**src/rtl/load_store_unit_pkg.sv**
```systemverilog
// Shared definitions for the data-memory stage: FSM state encoding,
// byte-enable constants and architectural register indices.
package cpu_pkg;

    typedef enum logic [1:0] {
        LSU_IDLE,
        LSU_ACCESS,
        LSU_WAIT,
        LSU_DONE
    } lsu_state_t;

    localparam logic [3:0] BE_WORD  = 4'hF;
    localparam logic [3:0] BE_BYTE0 = 4'b0001;
    localparam logic [3:0] PC_REG   = 4'd15;

endpackage

```
**src/rtl/load_store_unit_if.sv**
```systemverilog
// Data RAM bus between the load/store unit (master) and the synchronous RAM (slave).
interface load_store_unit_if #(
    parameter int ADDR_W = 32
);
    logic              mem_en;
    logic              mem_we;
    logic [3:0]        mem_be;
    logic [ADDR_W-1:0] mem_addr;
    logic [31:0]       mem_wdata;
    logic [31:0]       mem_rdata;

    modport master (
        output mem_en, mem_we, mem_be, mem_addr, mem_wdata,
        input  mem_rdata
    );

    modport slave (
        input  mem_en, mem_we, mem_be, mem_addr, mem_wdata,
        output mem_rdata
    );
endinterface

```
**src/rtl/load_store_unit_align.sv**
```systemverilog
// Byte-lane steering for the data RAM: store byte enables/replication and
// load extraction (byte zero-extend, ARM7 rotate for unaligned words).
module lsu_align
    import cpu_pkg::*;
(
    input  logic [1:0]  lane,
    input  logic        byteOrWord,
    input  logic [31:0] storeData,
    input  logic [31:0] memRdata,
    output logic [3:0]  memBe,
    output logic [31:0] memWdata,
    output logic [31:0] loadData
);

    logic [4:0]  shAmt;
    logic [63:0] rotated;

    always_comb begin
        shAmt   = {lane, 3'b000};
        rotated = {memRdata, memRdata} >> shAmt;
        if (byteOrWord) begin
            memBe    = BE_BYTE0 << lane;
            memWdata = {4{storeData[7:0]}};
            loadData = {24'd0, memRdata[shAmt +: 8]};
        end else begin
            memBe    = BE_WORD;
            memWdata = storeData;
            loadData = rotated[31:0];
        end
    end

endmodule

```
**src/rtl/load_store_unit.sv**
```systemverilog
// Data-memory stage: latches an LDR/STR request, drives the synchronous RAM
// and emits one-cycle register-file writeback requests with done.
module load_store_unit
    import cpu_pkg::*;
#(
    parameter int ADDR_W = 32,
    parameter int DATA_W = 32
) (
    input  logic                 clk,
    input  logic                 nreset,
    input  logic                 start,
    input  logic                 cond_pass,
    input  logic                 load_store,
    input  logic                 byte_or_word,
    input  logic                 pre_post,
    input  logic                 up_down,
    input  logic                 write_back,
    input  logic [31:0]          base_val,
    input  logic [31:0]          offset,
    input  logic [DATA_W-1:0]    store_data,
    input  logic [3:0]           rd,
    input  logic [3:0]           rn,
    load_store_unit_if.master    mem,
    output logic                 busy,
    output logic                 done,
    output logic                 wb_data_en,
    output logic [3:0]           wb_data_reg,
    output logic [DATA_W-1:0]    wb_data,
    output logic                 wb_base_en,
    output logic [3:0]           wb_base_reg,
    output logic [31:0]          wb_base_val
);

    lsu_state_t state;

    logic        loadLat, byteLat, baseEnLat;
    logic [1:0]  laneLat;
    logic [3:0]  rdLat, rnLat;
    logic [31:0] eaLat;

    logic [31:0] ea, acc;
    logic        baseEnNext;
    logic [1:0]  laneSel;
    logic        byteSel;
    logic [3:0]  alignBe;
    logic [31:0] alignWdata, alignLoad;

    always_comb begin
        ea         = up_down ? base_val + offset : base_val - offset;
        acc        = pre_post ? ea : base_val;
        baseEnNext = (!pre_post | write_back) & !(load_store & (rd == rn));
        // Store lanes come straight from the request; load lanes from the latch.
        laneSel    = (state == LSU_IDLE) ? acc[1:0] : laneLat;
        byteSel    = (state == LSU_IDLE) ? byte_or_word : byteLat;
    end

    lsu_align u_align (
        .lane       (laneSel),
        .byteOrWord (byteSel),
        .storeData  (store_data),
        .memRdata   (mem.mem_rdata),
        .memBe      (alignBe),
        .memWdata   (alignWdata),
        .loadData   (alignLoad)
    );

    always_ff @(posedge clk) begin
        if (nreset) begin
            state         <= LSU_IDLE;
            loadLat       <= 1'b0;
            byteLat       <= 1'b0;
            baseEnLat     <= 1'b0;
            laneLat       <= '0;
            rdLat         <= '0;
            rnLat         <= '0;
            eaLat         <= '0;
            mem.mem_en    <= 1'b0;
            mem.mem_we    <= 1'b0;
            mem.mem_be    <= '0;
            mem.mem_addr  <= '0;
            mem.mem_wdata <= '0;
            busy          <= 1'b0;
            done          <= 1'b0;
            wb_data_en    <= 1'b0;
            wb_data_reg   <= '0;
            wb_data       <= '0;
            wb_base_en    <= 1'b0;
            wb_base_reg   <= '0;
            wb_base_val   <= '0;
        end else begin
            done          <= 1'b0;
            wb_data_en    <= 1'b0;
            wb_data_reg   <= '0;
            wb_data       <= '0;
            wb_base_en    <= 1'b0;
            wb_base_reg   <= '0;
            wb_base_val   <= '0;
            mem.mem_en    <= 1'b0;
            mem.mem_we    <= 1'b0;
            mem.mem_be    <= '0;
            mem.mem_addr  <= '0;
            mem.mem_wdata <= '0;
            case (state)
                LSU_IDLE: begin
                    if (start) begin
                        loadLat   <= load_store;
                        byteLat   <= byte_or_word;
                        baseEnLat <= baseEnNext;
                        laneLat   <= acc[1:0];
                        rdLat     <= rd;
                        rnLat     <= rn;
                        eaLat     <= ea;
                        busy      <= 1'b1;
                        if (cond_pass) begin
                            state         <= LSU_ACCESS;
                            mem.mem_en    <= 1'b1;
                            mem.mem_we    <= !load_store;
                            mem.mem_addr  <= {acc[ADDR_W-1:2], 2'b00};
                            mem.mem_be    <= load_store ? 4'b0000 : alignBe;
                            mem.mem_wdata <= load_store ? '0 : alignWdata;
                        end else begin
                            state <= LSU_DONE;
                            done  <= 1'b1;
                        end
                    end
                end
                LSU_ACCESS: begin
                    if (loadLat) begin
                        state <= LSU_WAIT;
                    end else begin
                        state       <= LSU_DONE;
                        done        <= 1'b1;
                        wb_data_reg <= rdLat;
                        wb_base_en  <= baseEnLat;
                        wb_base_reg <= rnLat;
                        wb_base_val <= eaLat;
                    end
                end
                LSU_WAIT: begin
                    state       <= LSU_DONE;
                    done        <= 1'b1;
                    wb_data_en  <= 1'b1;
                    wb_data_reg <= rdLat;
                    wb_data     <= alignLoad;
                    wb_base_en  <= baseEnLat;
                    wb_base_reg <= rnLat;
                    wb_base_val <= eaLat;
                end
                default: begin
                    state <= LSU_IDLE;
                    busy  <= 1'b0;
                end
            endcase
        end
    end

endmodule
```
**src/flat_wrapper.sv**
```systemverilog
// flat-port wrapper written by rule: the top's interface ports become plain ports
module load_store_unit_flat import cpu_pkg::*;
#(
    parameter int ADDR_W = 32,
    parameter int DATA_W = 32
)
  (clk, nreset, start, cond_pass, load_store, byte_or_word, pre_post, up_down, write_back, base_val, offset, store_data, rd, rn, busy, done, wb_data_en, wb_data_reg, wb_data, wb_base_en, wb_base_reg, wb_base_val, mem_mem_en, mem_mem_we, mem_mem_be, mem_mem_addr, mem_mem_wdata, mem_mem_rdata);
  load_store_unit_if #(.ADDR_W(ADDR_W)) mem_i ();
  input  logic clk;
  input  logic nreset;
  input  logic start;
  input  logic cond_pass;
  input  logic load_store;
  input  logic byte_or_word;
  input  logic pre_post;
  input  logic up_down;
  input  logic write_back;
  input  logic [31:0] base_val;
  input  logic [31:0] offset;
  input  logic [DATA_W-1:0] store_data;
  input  logic [3:0] rd;
  input  logic [3:0] rn;
  output logic busy;
  output logic done;
  output logic wb_data_en;
  output logic [3:0] wb_data_reg;
  output logic [DATA_W-1:0] wb_data;
  output logic wb_base_en;
  output logic [3:0] wb_base_reg;
  output logic [31:0] wb_base_val;
  output wire logic [$bits(mem_i.mem_en)-1:0] mem_mem_en;
  output wire logic [$bits(mem_i.mem_we)-1:0] mem_mem_we;
  output wire logic [$bits(mem_i.mem_be)-1:0] mem_mem_be;
  output wire logic [$bits(mem_i.mem_addr)-1:0] mem_mem_addr;
  output wire logic [$bits(mem_i.mem_wdata)-1:0] mem_mem_wdata;
  input wire logic [$bits(mem_i.mem_rdata)-1:0] mem_mem_rdata;
  assign mem_mem_en = mem_i.mem_en;
  assign mem_mem_we = mem_i.mem_we;
  assign mem_mem_be = mem_i.mem_be;
  assign mem_mem_addr = mem_i.mem_addr;
  assign mem_mem_wdata = mem_i.mem_wdata;
  assign mem_i.mem_rdata = mem_mem_rdata;
  load_store_unit #(.ADDR_W(ADDR_W), .DATA_W(DATA_W)) u_core (.clk(clk), .nreset(nreset), .start(start), .cond_pass(cond_pass), .load_store(load_store), .byte_or_word(byte_or_word), .pre_post(pre_post), .up_down(up_down), .write_back(write_back), .base_val(base_val), .offset(offset), .store_data(store_data), .rd(rd), .rn(rn), .mem(mem_i), .busy(busy), .done(done), .wb_data_en(wb_data_en), .wb_data_reg(wb_data_reg), .wb_data(wb_data), .wb_base_en(wb_base_en), .wb_base_reg(wb_base_reg), .wb_base_val(wb_base_val));
endmodule
```
**config.mk**
```make
export PLATFORM = sky130hd
export DESIGN_NAME = load_store_unit_flat
export DESIGN_NICKNAME = d
export VERILOG_FILES = /design/src/rtl/load_store_unit_pkg.sv /design/src/rtl/load_store_unit_if.sv /design/src/rtl/load_store_unit_align.sv /design/src/rtl/load_store_unit.sv /design/src/flat_wrapper.sv
export SDC_FILE = /design/constraint.sdc
export NUM_CORES = 1
export LEC_CHECK = 0
export ABC_CLOCK_PERIOD_IN_PS = 3800
export BUFFER_PORTS_ARGS = -buffer_cell sky130_fd_sc_hd__buf_2
export CAP_MARGIN = 20
export CORE_MARGIN = 3
export CORE_UTILIZATION = 30
export CTS_BUF_LIST = sky130_fd_sc_hd__clkbuf_16
export CTS_CLUSTER_SIZE = 28
export DETAILED_ROUTE_END_ITERATION = 8
export PLACE_DENSITY = 0.62
export SYNTH_ARGS = -nofsm -noshare
export SYNTH_HDL_FRONTEND = slang
export SYNTH_SLANG_ARGS = --single-unit
```
**constraint.sdc**
```tcl
create_clock -name clk -period 3.8 [get_ports clk]
set_clock_uncertainty 0.05 [all_clocks]
set_input_delay 0 -clock clk [delete_from_list [all_inputs] [get_ports clk]]
set_output_delay 0 -clock clk [all_outputs]
set_load 0.05 [all_outputs]
```
==> metrics.md, run 1 <==
| Metric | Value |
|---|---|
| Max Clk Rate | 297 MHz |
| PwrDens | 582 nW/um^2 |
| Netlist Area Pre-Place | 9560 sq um |
| Final hold violation count | 0 |
| Worst slew pin tran | roughly 1.0 ns |
| Top cells by area, synth | dfxtp_1 40%, mux4_2 7.5%, a21oi_1 5.5%, nand2_1 5.2%, ha_1 4.8% |
| Setup violators final | 0 |
| Biggest area consumer among synthesized cells | dfxtp_1 |
| CTS sink count | ~190 |
| Buf/Inv on CP | 5 |
| Global-route wire length before repair | 50.8 mm |
| Share of flip-flops with an asynchronous set or reset | 0 |
| Static Leak | between 6 and 7 nW |
| DR pass1 iterations | 5 |
| Gate Count Post-Synth | 1063 |
| Fraction of layout cells with a size suffix above 1 | 0.271 |
| Number of vias per cell | 4.98 |
| Avg WL per Cell | 17.5 um |
| Yosys top cell area share | 0.400 |
| Net Sw Frac | 0.376 |
| Multi-input gate area | between 5000 and 6000 sq um |
| Req. time, crit path | approximately 4.1 ns |
| Sequential share of power | 0.302 |
| Skew-Pair Late Insertion Delay | 0.45 ns |
| WHS | 0.0249 ns |
| Flops & latches, synth | 191 |
| Post-synthesis cell type count | 71 |
| Max rail drop VDD | 0.000318 V |
| Worst path max stage delay | 0.57 ns |
| Crit path cell chain | inv_1 > ha_1 > buf_4 > nand2_2 > nor2_1 > nand2_1 > clkinv_1 > nand2b_1 > buf_4 > a21oi_1 > dlygate4sd3_1 |
| Max Root-Sink Buffers | 2 |
| # Post-CTS Setup Buffers | 0 |
| Worst min path class | in2reg |
| Drt first-iter violations | 506 |
| Initial Util | 0.309 |
| Register area share after synthesis | 0.400 |
| P_sw | 2.94 mW |
| CP Max Fanout | 29 |
| Flip-flop count of the largest register after layout | 36 |
| Sequential Area | 3820 sq um |
| Slew Limit Fails | 0 |
| Startpoint Class | flip-flop |
| Final nets | 1662 |
| Residual DRC | 0 |
| RSZ-0062 raised after global routing | false |
| Power Internal | 4.88 mW |
| Hpwl dp | 24.3 mm |
| TritonCTS clock tree | built |
| FP Rows | 64 |
| ANT nets after route | 0 |
| CP max stage cell | clkinv_1 |
| Num CTS Buffers | 17 |
| Root buffer cell | clkbuf_16 |
| Worst-path clk slew | 0.07 ns |
| Filler cell count | 3002 |
| Routability cong. | 0.959 |
| Critical Path AT | 3.65 ns |
| Synth Flop Type | dfxtp_1 |
| Largest net degree at the start of global routing | 49 |
| Comb pwr share | 0.464 |
| Synth warnings | 0 |
| Slew margin rel. | 0.304 |
| Syn_area_per_cell | about 9.0 sq um |
| Area grow syn2layout | 40.6% |
| Finished Core Util | 0.434 |
| Critical path's most frequent cell | buf_4 |
| H-tree depth | 4 |
| Total Wirelength | about 33 mm |
| Vias in the first global route | about 9400 |
| Initial antenna violation count | 1 |
| EDFF count, synth | 0 |
| Die Span Y | 185 um |
| Clock Power Share | 0.234 |
| Horiz. Die Dim | 185 um |
| GRT Resource Usage Total | 0.190 |
| Io pins | ~290 |
| DIE AREA | 34000 sq um |
| WS Path Type | reg2reg |
| Final Cycle Share | 0.887 |
| CP Capture Type | flip-flop |
| PnR Total Power | 7.82 mW |
| Total gr overflow | 0 |
| Core area | 31000 sq um |
| Status | finished, final reports clean |
| Via count | 9402 |
| Setup TNS | 0 ns |
| Delay-heaviest family, CP | buffers and inverters |
| Min Tclk post-route | 3.37 ns |
| IO Port Bufs | around 290 |
| Max_cap viols | 0 |
worst reg2reg max path, delay by kind of cell, from the launching register on:
family,cells,cell delay (ns)
buf+inv,5,1.78
simple gates,4,0.62
flops,1,0.38
fa+ha+maj,1,0.32
compound gates,1,0.10
kinds of logic (layout without fill, tap and decap cells):
family	after synthesis	after routing	share of synthesized area
AOI/OAI and AO/OA	216	216	0.141
buffers and inverters	82	509	0.0382
muxes	54	54	0.0987
xor gates and xnor gates	55	55	0.0504
other	1	3	0.000392
DFF	191	191	0.400
and+or+nand+nor	426	426	0.221
adders and majority gates	38	38	0.0505
power by group through the flow:
| stage | Combinational (mW) | Sequential [mW] | Clock (mW) |
|---|---|---|---|
| after detailed placement | 3.21 | 2.41 | 0 |
| after global placement | 3.21 | 2.41 | 0 |
| after floorplan | 1.96 | 2.85 | 0 |
| after CTS | 3.59 | 2.36 | 1.88 |
| after global routing | 3.93 | 2.39 | 1.95 |
| final | 3.63 | 2.36 | 1.83 |
worst paths after layout:
path / to / cells after the start / start / slack, ns
hold reg to reg: u_core.eaLat[8] / 2 / u_core.eaLat[8] / 0.40
setup reg to reg: u_core.mem.mem_wdata[8] / 11 / u_core.state[0] / 0.43
setup / recovery: u_core.mem.mem_wdata[8] / 11 / u_core.state[0] / 0.43
hold / removal: u_core.laneLat[1] / 3 / pre_post / 0.02
metrics by stage:
step / cells / worst slack, ns / instance area (sq um)
finish: 1888 / 0.430 / 13400
detailed placement: 1723 / 0.193 / 11500
global placement: 1723 / 0.280 / 11500
global route: 1888 / 0.144 / 13400
floorplan: 1064 / 0.652 / 9570
CTS: 1887 / 0.448 / 13400
per-layer routing:
metal,global-route usage,routed length (um)
met2,0.317,15100
met3,0.0369,2470
met4,0.0819,1100
met5,0,0
met1,0.241,14400
layout by cell type, fill, tap and decap left out, types with 5 or more instances in the layout:
master         count
mux2i_1           19
clkbuf_16         17
nor4_1             9
and2_1            60
xnor2_1           17
mux4_2            32
dfxtp_1          191
buf_4             34
a21oi_1          106
nand2b_1           5
nand3_1           33
o21ai_0           26
nand4_1           16
a211o_1            5
o211ai_1           6
xor2_1            38
ha_1              37
dlygate4sd3_1    133
inv_1             24
nor2b_1           30
a21o_1             8
nor2_1            78
buf_2            288
a31oi_1           12
a211oi_1          10
nand2_1          131
nor3_1            26
and3_1            13
area by class of cell:
type | count | area share
well taps | 396 | 0.0369
clock inverters | 14 | 0.0123
flip-flops and latches | 191 | 0.284
diodes | 1 | 0.000186
multi-input cells | 791 | 0.402
clock buffers | 17 | 0.0316
inverters | 22 | 0.00614
repair buffers | 456 | 0.227
synthesized netlist by cell type (16+ instances only):
library cell	n
mux2i_1	20
nor2b_1	30
nor2_1	78
xor2_1	38
ha_1	37
nand4_1	16
nand2_1	132
o21ai_0	26
nor3_1	27
inv_1	21
xnor2_1	17
dfxtp_1	191
and2_1	60
clkbuf_1	33
mux4_2	32
a21oi_1	106
nand3_1	33
repair_timing:
action | in CTS | in global routing
gates resized for setup | 0 | 0
endpoints found under the hold margin | 111 | 0
hold buffers | 133 | 0
No activity file was read; power rests on OpenSTA's default activity.
==> run 2, diff against run 1 <==
Settings changed: BUFFER_PORTS_ARGS -buffer_cell sky130_fd_sc_hd__buf_2 to unset, DONT_BUFFER_PORTS set to 1, PLACE_DENSITY 0.62 to 0.55.
==> run 2 against run 1 <==
  * Critical path depth down 3
  * Die area unchanged
  * Global-route usage down 0.51 points
  * Count of clock-buffer cells in the layout unchanged
  * Routed wire length down 2.1%
  * Clock power about the same
  * Worst hold slack about the same
  * Critical path type unchanged
  * Highest routed layer unchanged
==> metrics.md, run 2 (same netlist as run 1, synthesis figures left out) <==
| Metric | Value |
|---|---|
| Worst-path clk slew | 0.08 ns (was 0.07 ns) |
| Max Root-Sink Buffers | 2 (unchanged) |
| PwrDens | 634 nW/um^2 (was 582 nW/um^2) |
| DR pass1 iterations | 5 (unchanged) |
| Io pins | 291 (unchanged) |
| Reg-to-reg startpoint | u_core.state[0] (unchanged) |
| Hpwl dp | 23.5 mm (was 24.3 mm) |
| Design Area, Final | 12100 sq um (was 13400 sq um) |
| RSZ-0062 raised after global routing | false (unchanged) |
| CP Capture Type | flip-flop (unchanged) |
| H-tree depth | 4 (unchanged) |
| Worst slew pin tran | 0.902 ns (was 1.04 ns) |
| Req. time, crit path | 4.09 ns (was 4.08 ns) |
| WS Path Type | reg2reg (unchanged) |
| Final hold violation count | 0 (unchanged) |
| IO Port Bufs | 0 (was 288) |
| GRT Resource Usage Total | 0.185 (was 0.190) |
| Finished Core Util | 0.390 (was 0.434) |
| Status | finished, final reports clean (unchanged) |
| Horiz. Die Dim | 185 um (unchanged) |
| Routability cong. | 0.896 (was 0.959) |
| Commonest non-fill, non-tap cell in the layout | dfxtp_1 (was buf_2) |
| Number of vias per cell | 5.25 (was 4.98) |
| Reg2reg path depth | 8 (was 11) |
| Buf/Inv on CP | 4 (was 5) |
| Post-DP Area | 10000 sq um (was 11500 sq um) |
| Area grow syn2layout | 26.4% (was 40.6%) |
| Max_cap viols | 0 (unchanged) |
| Crit path launch | u_core.state[0] (unchanged) |
| Root buffer cell | clkbuf_16 (unchanged) |
| FP Rows | 64 (unchanged) |
| Worst min path class | in2reg (unchanged) |
| Largest net degree at the start of global routing | 52 (was 49) |
| Worst path max stage delay | 0.60 ns (was 0.57 ns) |
| Global-route wire length before repair | 48.4 mm (was 50.8 mm) |
| CTS sink count | 191 (unchanged) |
| Crit path capture | u_core.wb_data[4] (was u_core.mem.mem_wdata[8]) |
| # Post-CTS Setup Buffers | 0 (unchanged) |
| Startpoint Class | flip-flop (unchanged) |
| Static Leak | 4.78 nW (was 6.14 nW) |
| Vias in the first global route | 8167 (was 9378) |
| Setup violators final | 0 (unchanged) |
| Final nets | 1377 (was 1662) |
| Critical Path AT | 3.58 ns (was 3.65 ns) |
| ANT nets after route | 0 (unchanged) |
| TritonCTS clock tree | built (unchanged) |
| Slew Limit Fails | 0 (unchanged) |
| Die Span Y | 185 um (unchanged) |
| Setup TNS | 0 ns (unchanged) |
| Total gr overflow | 0 (unchanged) |
| Via count | 8426 (was 9402) |
| Initial antenna violation count | 2 (was 1) |
| DIE AREA | 34000 sq um (unchanged) |
| Final Cycle Share | 0.867 (was 0.887) |
| Hold-fix buffers at CTS | 142 (was 133) |
| Max Clk Rate | 303 MHz (was 297 MHz) |
| Most frequent cells in the layout | 191 x dfxtp_1, 140 x dlygate4sd3_1, 131 x nand2_1, 106 x a21oi_1, 78 x nor2_1 (was 288 x buf_2, 191 x dfxtp_1, 133 x dlygate4sd3_1, 131 x nand2_1, 106 x a21oi_1) |
| Crit path cell chain | inv_1 > ha_1 > buf_4 > o21ai_4 > buf_4 > mux4_2 > dlygate4sd3_1 > and2_1 (was inv_1 > ha_1 > buf_4 > nand2_2 > nor2_1 > nand2_1 > clkinv_1 > nand2b_1 > buf_4 > a21oi_1 > dlygate4sd3_1) |
| Delay-heaviest family, CP | buffers and inverters (unchanged) |
| Drt first-iter violations | 504 (was 506) |
| WHS | 0.0248 ns (was 0.0249 ns) |
| Slew margin rel. | 0.398 (was 0.304) |
| FF-to-FF setup slack | 0.50 ns (was 0.43 ns) |
| Post_cts resized | 0 (unchanged) |
| CP max stage cell | dlygate4sd3_1 (was clkinv_1) |
| Avg WL per Cell | 20.1 um (was 17.5 um) |
| Max rail drop VDD | 0.000382 V (was 0.000318 V) |
| Skew-Pair Late Insertion Delay | 0.44 ns (was 0.45 ns) |
| Flip-flop count of the largest register after layout | 36 (unchanged) |
| WP depth | 8 (was 11) |
| Core area | 31000 sq um (unchanged) |
| Num CTS Buffers | 17 (unchanged) |
| CP Max Fanout | 18 (was 29) |
| Initial Util | 0.309 (unchanged) |
| Worst r2r dst | u_core.wb_data[4] (was u_core.mem.mem_wdata[8]) |
| Critical path's most frequent cell | buf_4 (unchanged) |
| Min Tclk post-route | 3.30 ns (was 3.37 ns) |
| PnR Total Power | 7.66 mW (was 7.82 mW) |
| Fraction of layout cells with a size suffix above 1 | 0.0953 (was 0.271) |
| Residual DRC | 0 (unchanged) |
| Total Wirelength | 32.3 mm (was 33.0 mm) |
==> run 2: changes by cell type in the layout (fill, tap and decap cells not counted) <==
cell / change
clkinv_8: +1
inv_1: -3
buf_2: -288
clkinvlp_4: -2
buf_16: +2
dlygate4sd3_1: +7
bufinv_16: -2
inv_6: +2
clkinv_4: +1
clkinv_1: +1
clkinv_2: -1
buf_4: -6
inv_8: +4
diode_2: +2
==> run 2: how the worst min path moves through the flow <==
stage	start	end	slack, ns	depth (start not counted)
2_1_floorplan	base_val[20]	u_core.mem.mem_addr[20]	0.06	2
4_1_cts	up_down	u_core.eaLat[31]	0.0002	4
3_3_place_gp	nreset	u_core.byteLat	0.05	1
3_5_place_dp	nreset	u_core.byteLat	0.05	1
5_1_grt	base_val[2]	u_core.eaLat[2]	0.05	3
6_report	base_val[6]	u_core.eaLat[6]	0.02	4
==> run 2: where the power goes <==
group	switching, mW	internal, mW
registers	0.601	2.26
clock network	0.879	0.940
logic	1.47	1.51
==> run 2: per-stage QoR <==
stage                     setup slack (ns)  cells
after floorplan                      0.652   1064
after global placement               0.269   1428
after detailed placement             0.255   1428
after CTS                            0.398   1602
after global routing                 0.312   1605
final                                0.505   1606
==> run 2: final cells by class <==
type,count,area [sq um]
clock buffer,17,425
timing repair buffer,171,1690
multi-input combinational,791,5400
sequential,191,3820
fill,3049,18900
inverter,22,82.6
tap,396,495
clock inverter,15,165
antenna,3,7.51
==> run 2: worst min-delay path, delay by kind of cell <==
kind | cells | cell delay, ns
AOI/OAI and AO/OA | 1 | 0.05
xor gates and xnor gates | 1 | 0.13
adders and majority gates | 1 | 0.20
and+or+nand+nor | 1 | 0.08
==> run 2: per-layer routing <==
layer / track usage / vias up / routed length [um]
met5: 0 / - / 0
met2: 0.304 / 398 / 14800
met3: 0.0521 / 43 / 3030
met4: 0.0708 / 0 / 833
met1: 0.232 / 3958 / 13700
li1: - / 4027 / -
